`src/rtl/clkdiv_sequencer_if.sv`:
```
`default_nettype none
// ============================================================================
// Module      : clkdiv_sequencer_if
// Description : Control and status bundle for clkdiv_sequencer. The phase
//               signal exists only when CLKDIV_PHASE_EN is defined.
// Revision    : 1.0 - initial release
// ============================================================================
interface clkdiv_sequencer_if #(
    parameter int unsigned WIDTH = 8
);
    logic             run;
    logic             div_req;
    logic [WIDTH-1:0] div_val;
    logic             div_ack;
    logic             busy;
    logic             tick;
    logic             div_out;
    logic [WIDTH-1:0] cur_div;
`ifdef CLKDIV_PHASE_EN
    logic [WIDTH-1:0] phase;

    modport master (
        output run, div_req, div_val,
        input  div_ack, busy, tick, div_out, cur_div, phase
    );

    modport slave (
        input  run, div_req, div_val,
        output div_ack, busy, tick, div_out, cur_div, phase
    );
`else
    modport master (
        output run, div_req, div_val,
        input  div_ack, busy, tick, div_out, cur_div
    );

    modport slave (
        input  run, div_req, div_val,
        output div_ack, busy, tick, div_out, cur_div
    );
`endif
endinterface
`default_nettype wire

```
`src/rtl/clkdiv_sequencer.sv`:
```
`default_nettype none
// ============================================================================
// Module      : clkdiv_sequencer
// Description : Programmable clock-enable divider with glitch-free divisor
//               changes. Define CLKDIV_PHASE_EN to expose the counter as phase.
// Revision    : 1.0 - initial release
// ============================================================================
module clkdiv_sequencer #(
    parameter int unsigned      WIDTH     = 8,
    parameter logic [WIDTH-1:0] RESET_DIV = WIDTH'(1)
) (
    input wire                clk,
    input wire                reset,
    clkdiv_sequencer_if.slave bus
);

    localparam logic [1:0]       C_STOP = 2'd0;
    localparam logic [1:0]       C_RUN  = 2'd1;
    localparam logic [1:0]       C_PEND = 2'd2;
    localparam logic [WIDTH-1:0] C_ZERO = '0;
    localparam logic [WIDTH-1:0] C_ONE  = WIDTH'(1);

    logic [1:0]       state_q,   state_d;
    logic [WIDTH-1:0] cnt_q,     cnt_d;
    logic [WIDTH-1:0] cur_div_q, cur_div_d;
    logic [WIDTH-1:0] pend_q,    pend_d;
    logic             tick_q,    tick_d;
    logic             dout_q,    dout_d;
    logic             ack_q,     ack_d;
    logic             busy_q,    busy_d;
    logic             w_tc;

    assign w_tc = (cnt_q == cur_div_q);

    always_comb begin
        state_d   = state_q;
        cnt_d     = cnt_q;
        cur_div_d = cur_div_q;
        pend_d    = pend_q;
        tick_d    = 1'b0;
        dout_d    = dout_q;
        ack_d     = 1'b0;
        busy_d    = busy_q;

        case (state_q)
            C_STOP: begin
                cnt_d  = C_ZERO;
                dout_d = 1'b0;
                busy_d = 1'b0;
                // A request held across cycles must not stretch the ack pulse.
                if (bus.div_req && !ack_q) begin
                    cur_div_d = bus.div_val;
                    ack_d     = 1'b1;
                end
                if (bus.run) begin
                    state_d = C_RUN;
                end
            end

            C_RUN: begin
                if (!bus.run) begin
                    state_d = C_STOP;
                    cnt_d   = C_ZERO;
                    dout_d  = 1'b0;
                end else begin
                    if (w_tc) begin
                        cnt_d  = C_ZERO;
                        tick_d = 1'b1;
                        dout_d = ~dout_q;
                    end else begin
                        cnt_d = cnt_q + C_ONE;
                    end
                    // Latched even at terminal count so the current period completes.
                    if (bus.div_req) begin
                        pend_d  = bus.div_val;
                        busy_d  = 1'b1;
                        state_d = C_PEND;
                    end
                end
            end

            C_PEND: begin
                if (!bus.run) begin
                    state_d   = C_STOP;
                    cnt_d     = C_ZERO;
                    dout_d    = 1'b0;
                    cur_div_d = pend_q;
                    ack_d     = 1'b1;
                    busy_d    = 1'b0;
                end else if (w_tc) begin
                    state_d   = C_RUN;
                    cnt_d     = C_ZERO;
                    cur_div_d = pend_q;
                    tick_d    = 1'b1;
                    ack_d     = 1'b1;
                    dout_d    = ~dout_q;
                    busy_d    = 1'b0;
                end else begin
                    cnt_d = cnt_q + C_ONE;
                end
            end

            default: begin
                state_d = C_STOP;
                cnt_d   = C_ZERO;
                dout_d  = 1'b0;
                busy_d  = 1'b0;
            end
        endcase
    end

    always_ff @(posedge clk or posedge reset) begin
        if (reset) begin
            state_q   <= C_STOP;
            cnt_q     <= C_ZERO;
            cur_div_q <= RESET_DIV;
            pend_q    <= C_ZERO;
            tick_q    <= 1'b0;
            dout_q    <= 1'b0;
            ack_q     <= 1'b0;
            busy_q    <= 1'b0;
        end else begin
            state_q   <= state_d;
            cnt_q     <= cnt_d;
            cur_div_q <= cur_div_d;
            pend_q    <= pend_d;
            tick_q    <= tick_d;
            dout_q    <= dout_d;
            ack_q     <= ack_d;
            busy_q    <= busy_d;
        end
    end

    assign bus.tick    = tick_q;
    assign bus.div_out = dout_q;
    assign bus.div_ack = ack_q;
    assign bus.busy    = busy_q;
    assign bus.cur_div = cur_div_q;
`ifdef CLKDIV_PHASE_EN
    assign bus.phase   = cnt_q;
`endif

endmodule
`default_nettype wire

```
`src/flat_wrapper.sv`:
```
// flat-port wrapper written by rule: the top's interface ports become plain ports
module clkdiv_sequencer_flat 
#(
    parameter int unsigned      WIDTH     = 8,
    parameter logic [WIDTH-1:0] RESET_DIV = WIDTH'(1)
)
  (clk, reset, bus_run, bus_div_req, bus_div_val, bus_div_ack, bus_busy, bus_tick, bus_div_out, bus_cur_div);
  clkdiv_sequencer_if #(.WIDTH(WIDTH)) bus_i ();
  input wire clk;
  input wire reset;
  input wire logic [$bits(bus_i.run)-1:0] bus_run;
  input wire logic [$bits(bus_i.div_req)-1:0] bus_div_req;
  input wire logic [$bits(bus_i.div_val)-1:0] bus_div_val;
  output wire logic [$bits(bus_i.div_ack)-1:0] bus_div_ack;
  output wire logic [$bits(bus_i.busy)-1:0] bus_busy;
  output wire logic [$bits(bus_i.tick)-1:0] bus_tick;
  output wire logic [$bits(bus_i.div_out)-1:0] bus_div_out;
  output wire logic [$bits(bus_i.cur_div)-1:0] bus_cur_div;
  assign bus_i.run = bus_run;
  assign bus_i.div_req = bus_div_req;
  assign bus_i.div_val = bus_div_val;
  assign bus_div_ack = bus_i.div_ack;
  assign bus_busy = bus_i.busy;
  assign bus_tick = bus_i.tick;
  assign bus_div_out = bus_i.div_out;
  assign bus_cur_div = bus_i.cur_div;
  clkdiv_sequencer #(.WIDTH(WIDTH), .RESET_DIV(RESET_DIV)) u_core (.clk(clk), .reset(reset), .bus(bus_i));
endmodule
```
`config.mk`:
```
export PLATFORM = sky130hd
export DESIGN_NAME = clkdiv_sequencer_flat
export DESIGN_NICKNAME = d
export VERILOG_FILES = /design/src/rtl/clkdiv_sequencer_if.sv /design/src/rtl/clkdiv_sequencer.sv /design/src/flat_wrapper.sv
export SDC_FILE = /design/constraint.sdc
export NUM_CORES = 1
export LEC_CHECK = 0
export BUFFER_PORTS_ARGS = -buffer_cell sky130_fd_sc_hd__buf_2
export CELL_PAD_IN_SITES_DETAIL_PLACEMENT = 2
export CELL_PAD_IN_SITES_GLOBAL_PLACEMENT = 2
export CORE_ASPECT_RATIO = 0.6
export CORE_UTILIZATION = 38
export CTS_BUF_LIST = sky130_fd_sc_hd__clkbuf_8
export DETAILED_ROUTE_END_ITERATION = 10
export GPL_ROUTABILITY_DRIVEN = 0
export PLACE_DENSITY_LB_ADDON = 0.1
export SYNTH_ARGS = -nofsm -noshare
export SYNTH_HDL_FRONTEND = slang
export SYNTH_SLANG_ARGS = --single-unit
```
`constraint.sdc`:
```
create_clock -name clk -period 2.5 [get_ports clk]
set_input_delay 0.25 -clock clk [delete_from_list [all_inputs] [get_ports clk]]
set_output_delay 0.25 -clock clk [all_outputs]
set_load 0.02 [all_outputs]
```
==> flow_summary.toml <==
[power_and_ir_drop]
peakVddDrop_v = 0.0004929
power.density_nw_per_um2 = 1155
p_leak_nw = 0.8594

[critical_path]
slowest_stage = "dfrtp_1"
r2r_start = "u_core.bus.cur_div[4]"
end_kind = "flop"
crit_type = "flop to flop"
max_stage_delay_ps = 430
r2r_setup_slack_ps = 290
regToRegEndpoint = "u_core.bus.cur_div[2]"
path_max_fanout = 9
critPathLaunchType = "flop"
r2r_cells = 5
arrival_ps = 2380
crit_chain = "xor2_1, nor4_1, nand2_2, a31oi_4, mux2_2"
worstPathRequired_ps = 2670

[synthesis]
yosys_warnings = 0
synth.yosys.seq_area_share = 0.5093
ys_types = 23
syn_avg_cell_area_um2 = 12.10
syn_nets = 139
synth_cells = 122
syn_area_um2 = 1476
synth_seq_cells = 30

[status]
outcome = "finished, final reports clean"

[sta]
holdWs_ps = 31.10
relSlewSlack = 0.6803
fin_crit_sh = 0.8838
final_hold_viol_count = 0
period_minus_slack_ps = 2210
drv_slew = 0
setup_viol = 0
rsz0062_at_grt = "false"
max_freq_ghz = 0.4526
worst_pin_slew_ps = 478.2
finalSetupTns_ps = 0
fin_skew_ps = 6.566

[clock_network]
cts.clk_slew.worst_paths_ps = 70
cts-buffers-inserted = 5
h-tree-depth = 2
clock_latency_ps = 290
clock_sinks = 30
cts_setup_buffers = 0
clock-root-buffer = "clkbuf_8"
cts_resized = 0
cts_hold_buf = 0
cts_tree = "done"
clk_path_buf_depth = 2

[detailed_routing]
ant_nets = 0
route.vias.total = 1014
route.detailed.drc = 0
viasPerCell = 5.095
firstDrtPassIters = 4
drt_iter0_markers = 37
routed_wl_um = 3609
wl_per_cell_um = 18.14

[floorplanning]
pin_count = 24
die_x_um = 82.47
dieArea_um2 = 4147
initial_utilization = 0.3989
rows = 17
fp.dieH_um = 50.28
core_um2 = 3701

[placement]
port_buffers = 23
dpl.hpwl_um = 2606

[cells_and_area]
finish.utilization = 0.4716
drive_above_1_share = 0.4079
fillCellCount = 394
nets = 168
syn_to_final_growth_pct = 18.22
diodes = 0

[grt]
grt_usage = 0.2031
antenna_found_initial = 0
grt_max_degree = 31
grt_overflow_total = 0
grt_pass1_wl_um = 5761
grt_pass1_vias = 1087

[flow_run]
drv_cap = 0

[worst_hold_path]
hp-class = "primary input to asynchronous set/reset pin"
-- synthesized netlist by cell type --
cell,number,share of area
dfstp_2,1,0.018
o2111ai_1,1,0.0059
a31o_2,2,0.012
a21oi_1,3,0.010
inv_1,6,0.015
nand2_1,3,0.0076
xnor2_1,3,0.018
and3_2,1,0.0051
a31oi_4,1,0.014
a31oi_1,1,0.0042
and3_1,2,0.0085
mux2_2,24,0.18
nand2_2,1,0.0042
xor2_1,12,0.071
dfrtp_1,29,0.49
nor4_1,2,0.0085
nor2_1,12,0.031
a21o_1,3,0.015
nand2b_1,1,0.0042
ha_1,5,0.042
clkbuf_1,3,0.0076
nand3_1,5,0.017
a22o_1,1,0.0059
-- state kept, by name, summed over array words and instances, names as in the netlist --
name	count
u_core.bus.busy	1
u_core.bus.cur_div	8
u_core.bus.div_ack	1
u_core.bus.div_out	1
u_core.bus.tick	1
u_core.cnt_q	8
u_core.pend_q	8
u_core.state_q	2
-- metal layers --
layer | routed length [um] | vias up | global-route usage
met2 | 1570 | 24 | 0.2920
li1 | - | 474 | -
met1 | 1827 | 509 | 0.2819
met5 | 0 | - | 0
met4 | 60 | 0 | 0.09649
met3 | 151 | 7 | 0.05455
-- layout make-up --
class / count / area [um2] / share of cell area
tap: 47 / 58.81 / 0.03369
timing repair buffer: 25 / 130.1 / 0.07455
multi-input combinational: 83 / 690.7 / 0.3957
clock buffer: 6 / 82.58 / 0.04731
clock inverter: 2 / 8.758 / 0.005018
inverter: 6 / 22.52 / 0.01290
sequential: 30 / 752.0 / 0.4308
-- worst max-delay path, delay by kind of cell (launching register included) --
family                    cells  cell delay, ps
and+or+nand+nor               2             680
DFF                           1             430
AOI/OAI and AO/OA             1             410
muxes                         1             390
xor gates and xnor gates      1             180
-- per-stage QoR --
step | setup slack, ps | area (um2) | std cells | total power (W)
finish | 290.5 | 1745 | 199 | 0.002016
global route | 239.6 | 1745 | 199 | 0.002141
CTS | 347.9 | 1745 | 199 | 0.002044
detailed placement | 369.4 | 1654 | 191 | 0.001619
global placement | 427.6 | 1654 | 191 | 0.001566
floorplan | 568.4 | 1476 | 122 | 0.001349
-- report_power, final --
part | total, W | internal, W | switching (W)
logic | 0.000794 | 0.000369 | 0.000425
registers | 0.000812 | 0.000664 | 0.000147
clock network | 0.000410 | 0.000218 | 0.000192
-- how the worst max path moves through the flow --
stage	from	endpoint	slack, ps	cells past startpoint
3_3_place_gp	u_core.bus.cur_div[6]	u_core.bus.cur_div[3]	430	5
5_1_grt	u_core.cnt_q[4]	u_core.bus.cur_div[6]	240	5
3_5_place_dp	u_core.cnt_q[6]	u_core.bus.cur_div[2]	370	5
6_report	u_core.bus.cur_div[4]	u_core.bus.cur_div[2]	290	5
4_1_cts	u_core.cnt_q[4]	u_core.bus.cur_div[2]	350	5
2_1_floorplan	u_core.bus.cur_div[7]	u_core.bus.cur_div[1]	570	5
-- cells by family (layout without fill, tap and decap cells) --
kind of cell    after synthesis  after routing  share of synthesized area
fa+ha+maj                     5              5                    0.04237
flops                        30             30                     0.5093
compound gates               12             12                    0.06780
simple gates                 27             27                    0.08559
mux                          24             24                     0.1831
xor+xnor                     15             15                    0.08899
buf+inv                       9             39                    0.02288
-- cell usage in the layout (no fill, tap or decap), types with 2 or more instances in the layout --
cell type and n:
a21oi_1 3, a31o_2 2, xnor2_1 3, inv_1 7, nor2_1 12, ha_1 5
xor2_1 12, nor4_1 2, nand3_1 5, and3_1 2, nand2_1 3, dfrtp_1 29
clkbuf_8 6, buf_4 2, buf_2 23, mux2_2 24, a21o_1 3
(Power assumes the default switching activity.)
